File: config.mk
export PLATFORM = sky130hd
export DESIGN_NAME = cs_y_packer
export DESIGN_NICKNAME = d
export VERILOG_FILES = /design/src/rtl/cs_y_packer.sv
export SDC_FILE = /design/constraint.sdc
export NUM_CORES = 1
export LEC_CHECK = 0
export BUFFER_PORTS_ARGS = -buffer_cell sky130_fd_sc_hd__buf_4
export CAP_MARGIN = 15
export CORE_MARGIN = 10
export CORE_UTILIZATION = 50
export CTS_CLUSTER_SIZE = 30
export DETAILED_ROUTE_END_ITERATION = 8
export MAX_ROUTING_LAYER = met4
export PLACE_DENSITY = 0.74
export SLEW_MARGIN = 20
export SYNTH_ARGS = -nofsm -noshare
export SYNTH_HDL_FRONTEND = slang
export SYNTH_SLANG_ARGS = --single-unit
File: constraint.sdc
create_clock -name clk -period 3.61 [get_ports clk]
set_input_delay 0.361 -clock clk [delete_from_list [all_inputs] [get_ports clk]]
set_output_delay 0.361 -clock clk [all_outputs]
set_load 0.1 [all_outputs]
File: src/rtl/cs_y_packer.sv
// Y-stream packer: buffers 10-bit samples in a FIFO and bit-packs them LSB first
// into 5-byte groups on a valid/ready byte interface, with flush and sticky overflow.
module cs_y_packer #(
    parameter int DEPTH = 8,
    parameter int LW    = 4
) (
    input  logic          clk,
    input  logic          reset,
    input  logic [9:0]    y_in,
    input  logic          y_valid,
    input  logic          flush,
    output logic [7:0]    dout,
    output logic          dout_valid,
    input  logic          dout_ready,
    output logic          dout_last,
    output logic          overflow,
    output logic [LW-1:0] fifo_level
);

    localparam int AW = (DEPTH > 1) ? $clog2(DEPTH) : 1;

    logic [9:0]    mem [DEPTH];
    logic [AW-1:0] wr_ptr;
    logic [AW-1:0] rd_ptr;
    logic [LW-1:0] level;

    logic [17:0]   acc;
    logic [4:0]    cnt;
    logic [2:0]    byte_idx;
    logic          flush_pending;

    logic          fifo_empty;
    logic          fifo_full;
    logic          push;
    logic          pop;
    logic          fire;
    logic          flush_emit;
    logic [17:0]   acc_s;
    logic [4:0]    cnt_s;
    logic [17:0]   acc_n;
    logic [4:0]    cnt_n;

    assign fifo_empty = (level == '0);
    assign fifo_full  = (level == LW'(DEPTH));
    assign push       = y_valid && !fifo_full;

    // A flush byte is only shown once every queued sample has entered acc.
    assign flush_emit = flush_pending && fifo_empty && (cnt != 5'd0) && (cnt < 5'd8);

    assign dout_valid = (cnt >= 5'd8) || flush_emit;
    assign dout       = acc[7:0];
    assign dout_last  = flush_emit || ((cnt >= 5'd8) && (byte_idx == 3'd4));
    assign fire       = dout_valid && dout_ready;
    assign fifo_level = level;

    always_comb begin
        acc_s = acc;
        cnt_s = cnt;
        if (fire) begin
            acc_s = acc >> 8;
            cnt_s = flush_emit ? 5'd0 : (cnt - 5'd8);
        end
        pop   = (cnt_s < 5'd8) && !fifo_empty && !flush_emit;
        acc_n = acc_s;
        cnt_n = cnt_s;
        if (pop) begin
            acc_n = acc_s | ({8'b0, mem[rd_ptr]} << cnt_s);
            cnt_n = cnt_s + 5'd10;
        end
    end

    always_ff @(posedge clk) begin
        if (push) begin
            mem[wr_ptr] <= y_in;
        end
    end

    always_ff @(posedge clk) begin
        if (!reset) begin
            wr_ptr        <= '0;
            rd_ptr        <= '0;
            level         <= '0;
            acc           <= '0;
            cnt           <= '0;
            byte_idx      <= '0;
            flush_pending <= 1'b0;
            overflow      <= 1'b0;
        end else begin
            if (push) begin
                wr_ptr <= wr_ptr + AW'(1);
            end
            if (pop) begin
                rd_ptr <= rd_ptr + AW'(1);
            end
            if (push && !pop) begin
                level <= level + LW'(1);
            end else if (pop && !push) begin
                level <= level - LW'(1);
            end

            acc <= acc_n;
            cnt <= cnt_n;

            if (fire) begin
                if (flush_emit || (byte_idx == 3'd4)) begin
                    byte_idx <= '0;
                end else begin
                    byte_idx <= byte_idx + 3'd1;
                end
            end

            flush_pending <= flush || (flush_pending && !(fifo_empty && (cnt == 5'd0)));

            if (y_valid && fifo_full) begin
                overflow <= 1'b1;
            end
        end
    end

endmodule

==> flow_metrics.env, run 1 <==
export IMPL_track_usage_pct=16.57
export IMPL_io_pins=30
export IMPL_worstSetupEndpoint="fifo_level[3]"
export IMPL_r2r_slack_ns=0.31
export IMPL_fp_row_count=37
export IMPL_crit_start="cnt[2]"
export IMPL_whs_path_depth=3
export IMPL_synth_area_leaders="edfxtp_1, dfxtp_1, mux4_2"
export IMPL_grt_pass1_vias=3659
export IMPL_core_area_um2=10460
export IMPL_share_comb_of_total_power_pct=39.1
export IMPL_synth_top_family_by_area="multiplexers"
export IMPL_tritoncts="done"
export IMPL_numCtsBuffers=17
export IMPL_drt_iter0_drc=275
export IMPL_port_buffers=29
export IMPL_slew_headroom_pct=45.49
export IMPL_path_class="reg2reg"
export IMPL_syn_instance_count=432
export IMPL_async_flop_share_pct=0
export IMPL_initial_utilization_pct=51.79
export IMPL_yosys_warnings=0
export IMPL_intPower_uw=3314
export IMPL_clock_fmax_mhz=302.9
export IMPL_drive_gt1_share_pct=22.11
export IMPL_endpoint_kind="register"
export IMPL_drt_wl_total_mm=11.47
export IMPL_antenna_left=0
export IMPL_timing_rr_end="fifo_level[3]"
export IMPL_synth_ff_type="edfxtp_1"
export IMPL_dieWidth_um=124.1
export IMPL_max_stage_delay_ns=0.65
export IMPL_synth_largest_area_cell="edfxtp_1"
export IMPL_cts_hold_buf=0
export IMPL_p_sw_uw=2146
export IMPL_die_h_um=124.1
export IMPL_gp_congestion=0.9298
export IMPL_fin_crit_sh_pct=91.44
export IMPL_crit_slowest_cell="or4_1"
export IMPL_cp_start_kind="register"
export IMPL_synth_commonest_cells="edfxtp_1, dfxtp_1, nor2_1, nand2_1, mux2i_1"
export IMPL_synthAdderAreaFrac_pct=2.447
export IMPL_synth_compound_area_share_pct=11.18
export IMPL_syn_area_per_cell_um2=12.54
export IMPL_reg2reg_depth=13
export IMPL_vdd_drop_max_uv=740.0
export IMPL_synth_seq_area_share_pct=59.48
export IMPL_path_clk_slew_ns=0.06
export IMPL_crit_fanout=12
export IMPL_register_area_um2=3223
export IMPL_dr_pass1_iters=5
export IMPL_worstReg2RegStart="cnt[2]"
export IMPL_tightest_slew_ns=0.8166
export IMPL_hold_class="in2reg"
export IMPL_crit_chain="or4_1 -> o21ai_4 -> o21a_4 -> o21a_4 -> inv_2 -> ha_1 -> inv_1 -> ha_1 -> a21o_1 -> a21oi_1 -> xnor2_1 -> or3_1 -> a21oi_1"
export IMPL_finClkSkew_ns=0.007438
export IMPL_cts_root_buf="clkbuf_8"
export IMPL_max_cap_violations=0
export IMPL_final_util_pct=60.70
export IMPL_multi_input_area_um2=1992
export IMPL_grt_max_degree=35
export IMPL_rsz0062_at_grt="no"
export IMPL_wl_per_cell_um=18.50
export IMPL_cp_required_ns=4.07
export IMPL_dieArea_um2=15400
export IMPL_hpwl_mm=7.511
export IMPL_pwr_share_clk_pct=28.0
export IMPL_synthMuxAreaShare_pct=11.89
export IMPL_power_density_nw_per_um2=859.7
export IMPL_arrival_ns=3.76
export IMPL_grt_pass1_wl_mm=18.78
export IMPL_clock_latency_ns=0.53
export IMPL_yosysMostFrequentCell="edfxtp_1"
export IMPL_outcome="complete, no violations"
export IMPL_hold_viol_final=0
export IMPL_grt_overflow=0
export IMPL_slew_violations=0
export IMPL_p_leak_uw=0.002298
export IMPL_syn_nets=457
export IMPL_clkSinkCount=121
export IMPL_drc_errors=0
export IMPL_antenna_found_initial=0
export IMPL_tns_ns=0
export IMPL_synth_edff_count=80
export IMPL_synth_cell_types=58
export IMPL_synthToLayoutAreaGrowth_pct=17.20
export IMPL_yosys_register_bits=121
export IMPL_synth_simple_area_share_pct=9.952
export IMPL_fill_cells=853
export IMPL_synth_top_area_share_pct=44.33
export IMPL_cts_htree_levels=4
export IMPL_power_frac_seq_pct=32.9
export IMPL_via_per_inst=5.887
export IMPL_synth_area_um2=5419
export IMPL_timing_final_setup_violations=0
export IMPL_clockBufferDepth=2
export IMPL_p_sw_share_pct=39.30
export IMPL_nNetsFinal=496
export IMPL_synth_xor_area_share_pct=1.131
export IMPL_dr_total_vias=3650
export IMPL_antenna_cells=0
export IMPL_fin_crit_ns=3.301
export IMPL_post_cts_buffers=0
-- layout make-up --
cell class	instances	area share [%]
multi-input cells	268	31.36
repair buffers	50	5.910
flip-flops and latches	121	50.75
clock buffers	18	6.580
clock inverters	14	1.950
well taps	136	2.679
inverters	13	0.7683
-- worst min path at each step --
stage	slack (ns)	from	end
final	0.04	flush	flush_pending
after global routing	0.02	flush	flush_pending
after CTS	0.02	flush	flush_pending
after detailed placement	0.46	acc[15]	acc[15]
after global placement	0.44	acc[15]	acc[15]
after floorplan	0.44	acc[15]	acc[15]
-- placed cells by master (no fill, tap or decap), types with 4 or more instances in the layout --
master,n
ha_1,8
buf_4,50
nor2_1,41
a22oi_1,6
mux4_2,14
a22o_1,4
edfxtp_1,80
inv_1,10
or3_1,7
clkinv_1,4
nand4_1,4
nand3_1,10
clkbuf_16,16
nand2_1,29
dfxtp_1,41
o21ai_0,16
a31oi_1,7
clkinv_4,4
mux2i_1,28
o221ai_1,4
nor3_1,7
a21oi_1,22
xnor2_1,5
-- flip-flops by register name, summed over array words and instances (netlist names), named ones only --
signal and cells:
mem 80, acc 18, cnt 5, fifo_level 4
byte_idx 3, rd_ptr 3, wr_ptr 3, flush_pending 1
overflow 1
-- through the flow --
stage / hold slack (ns) / total power [uW] / setup slack, ns / cell area, um2 / std cells
after global placement: 0.4423 / 3897 / 0.4033 / 5807 / 588
final: 0.04344 / 5460 / 0.3088 / 6351 / 620
after floorplan: 0.4366 / 3488 / 0.1094 / 5419 / 432
after global routing: 0.02458 / 5761 / 0.07148 / 6351 / 620
after CTS: 0.01837 / 5484 / 0.2771 / 6349 / 620
after detailed placement: 0.4609 / 3931 / 0.3080 / 5807 / 588
-- routing by layer --
metal,part of all wire (%),GRT usage (%),vias to the layer above,wire [um]
met5,0,-,-,0
met3,5.8,6.968,35,668
met2,48,25.10,130,5529
met4,2.9,7.410,0,329
met1,43,18.85,1772,4941
li1,-,-,1713,-
-- worst max-delay path: cells and delay by family (launching register included) --
kind | cells | cell delay [ns]
simple gates | 2 | 0.96
flops | 1 | 0.39
xor+xnor | 1 | 0.09
buf+inv | 2 | 0.23
compound gates | 6 | 1.09
fa+ha+maj | 2 | 0.47
-- power by group through the flow --
| stage | clock (uW) | sequential (uW) | combinational, uW |
|---|---|---|---|
| final | 1530 | 1800 | 2130 |
| after CTS | 1560 | 1800 | 2120 |
| after global placement | 0 | 1810 | 2080 |
| after global routing | 1620 | 1830 | 2310 |
| after floorplan | 0 | 1860 | 1620 |
| after detailed placement | 0 | 1830 | 2100 |
-- cell families (layout without fill, tap and decap cells) --
| group | Yosys count | count (layout) |
|---|---|---|
| AND/OR/NAND/NOR | 116 | 116 |
| multiplexers | 46 | 46 |
| buffers and inverters | 43 | 95 |
| XOR/XNOR | 7 | 7 |
| flip-flops | 121 | 121 |
| adder cells (fa/ha/maj) | 10 | 10 |
| AO/OA/AOI/OAI | 89 | 89 |
-- timing repair --
item | CTS | global route
setup endpoints to repair | 0 | 1
resized for setup | 0 | 1
endpoints found under the hold margin | 0 | 0
Note: power is estimated with default switching activity, not from simulation.
==> inputs of run 2 (changes only) <==
- clock period: 3.61 -> 3.05 ns (I/O delays scaled with it)
==> flow_metrics.env, run 2 (same netlist as run 1, synthesis figures left out) <==
export IMPL_drt_iter0_drc=285
export IMPL_io_pins=30
export IMPL_via_per_inst=5.719
export IMPL_outcome="complete, no violations"
export IMPL_cp_required_ns=3.49
export IMPL_layout_common_cells="edfxtp_1, buf_4, nor2_1"
export IMPL_slew_headroom_pct=58.43
export IMPL_slew_violations=0
export IMPL_dieWidth_um=124.1
export IMPL_grt_overflow=0
export IMPL_arrival_ns=3.36
export IMPL_clock_latency_ns=0.51
export IMPL_place_area_um2=5902
export IMPL_cts_htree_levels=4
export IMPL_dr_total_vias=3620
export IMPL_drive_gt1_share_pct=25.75
export IMPL_grt_pass1_wl_mm=18.34
export IMPL_hold_viol_final=0
export IMPL_numCtsBuffers=17
export IMPL_grt_max_degree=35
export IMPL_final_util_pct=62.39
export IMPL_antenna_left=0
export IMPL_vdd_drop_max_uv=651.0
export IMPL_fp_row_count=37
export IMPL_crit_chain="or4_4 -> o21ai_4 -> a31oi_1 -> o21a_4 -> inv_2 -> ha_2 -> inv_2 -> ha_1 -> a21o_1 -> a21oi_2 -> xnor2_1 -> or3_1 -> a21oi_1"
export IMPL_dieArea_um2=15400
export IMPL_final_common_cell="edfxtp_1"
export IMPL_port_buffers=29
export IMPL_antenna_found_initial=0
export IMPL_fill_cells=796
export IMPL_fin_crit_sh_pct=95.65
export IMPL_track_usage_pct=16.02
export IMPL_path_clk_slew_ns=0.06
export IMPL_grt_pass1_vias=3571
export IMPL_holdWs_ns=0.01571
export IMPL_final_area_um2=6528
export IMPL_finClkSkew_ns=0.009028
export IMPL_cts_root_buf="clkbuf_8"
export IMPL_hpwl_mm=7.633
export IMPL_largest_register_ffs=80
export IMPL_cp_start_kind="register"
export IMPL_timing_final_setup_violations=0
export IMPL_cpMostUsedCell="inv_2"
export IMPL_reg_top3="mem: 80 flops, acc: 18 flops, cnt: 5 flops"
export IMPL_crit_fanout=5
export IMPL_tightest_slew_ns=0.6194
export IMPL_dr_pass1_iters=4
export IMPL_endpoint_kind="register"
export IMPL_wl_per_cell_um=18.14
export IMPL_drc_errors=0
export IMPL_nNetsFinal=510
export IMPL_initial_utilization_pct=51.79
export IMPL_tritoncts="done"
export IMPL_gp_congestion=0.9289
export IMPL_fin_crit_ns=2.917
export IMPL_synthToLayoutAreaGrowth_pct=20.46
export IMPL_post_cts_buffers=0
export IMPL_power_density_nw_per_um2=1041
export IMPL_max_stage_delay_ns=0.57
export IMPL_drt_wl_total_mm=11.48
export IMPL_max_cap_violations=0
export IMPL_crit_slowest_cell="or4_4"
export IMPL_clock_fmax_mhz=342.8
export IMPL_clkSinkCount=121
export IMPL_clockBufferDepth=2
export IMPL_hold_class="in2reg"
export IMPL_path_class="reg2reg"
export IMPL_core_area_um2=10460
export IMPL_tns_ns=0
export IMPL_p_leak_uw=0.002400
export IMPL_critical_path_top_delay_family="compound AO/OA/AOI/OAI gates"
export IMPL_antenna_cells=0
export IMPL_top_register="mem"
export IMPL_die_h_um=124.1
export IMPL_worst_path_buf_inv=2
run 2: area by class of cell:
class	count	area [um2]	area share, %
Tap cell	136	170.2	2.607
Clock buffer	17	414.1	6.345
Multi-Input combinational cell	268	2012	30.82
Sequential cell	121	3228	49.45
Timing Repair Buffer	64	485.5	7.437
Clock inverter	14	168.9	2.588
Inverter	13	48.80	0.7476
run 2: per-layer routing:
metal | vias to the layer above | track usage (%) | routed length (um)
met3 | 18 | 4.389 | 668
met4 | 0 | 5.827 | 178
met1 | 1745 | 19.35 | 4937
met2 | 112 | 25.30 | 5697
met5 | - | - | 0
li1 | 1745 | - | -
run 2: stage by stage:
stage | worst slack (ns) | power (uW) | std cells
floorplan | -0.1880 | 4133 | 432
global placement | 0.1435 | 4736 | 600
detailed placement | 0.06634 | 4780 | 600
CTS | 0.03725 | 6772 | 633
global route | -0.006882 | 7144 | 633
finish | 0.1326 | 6793 | 633
run 2: repair_timing:
| action | 4_1_cts | 5_1_grt |
|---|---|---|
| endpoints found under the setup margin | 0 | 1 |
| endpoints found under the hold margin | 3 | 0 |
| gates resized for setup | 0 | 6 |
| hold buffers | 2 | 0 |
run 2: worst paths after layout:
path | to | slack, ns | depth (start not counted) | from
worst max-delay path | fifo_level[3] | 0.13 | 13 | cnt[4]
worst min-delay path | mem[4][3] | 0.02 | 1 | y_in[3]
worst max register to register | fifo_level[3] | 0.13 | 13 | cnt[4]
worst min register to register | acc[15] | 0.45 | 2 | acc[15]
run 2: power breakdown:
| part | leakage, uW | total [uW] | internal [uW] | switching, uW |
|---|---|---|---|---|
| logic | 0.00105 | 2730 | 1010 | 1730 |
| registers | 0.00106 | 2090 | 1950 | 141 |
| clock network | 0.000287 | 1970 | 1240 | 726 |
| total | 0.00240 | 6790 | 4200 | 2590 |
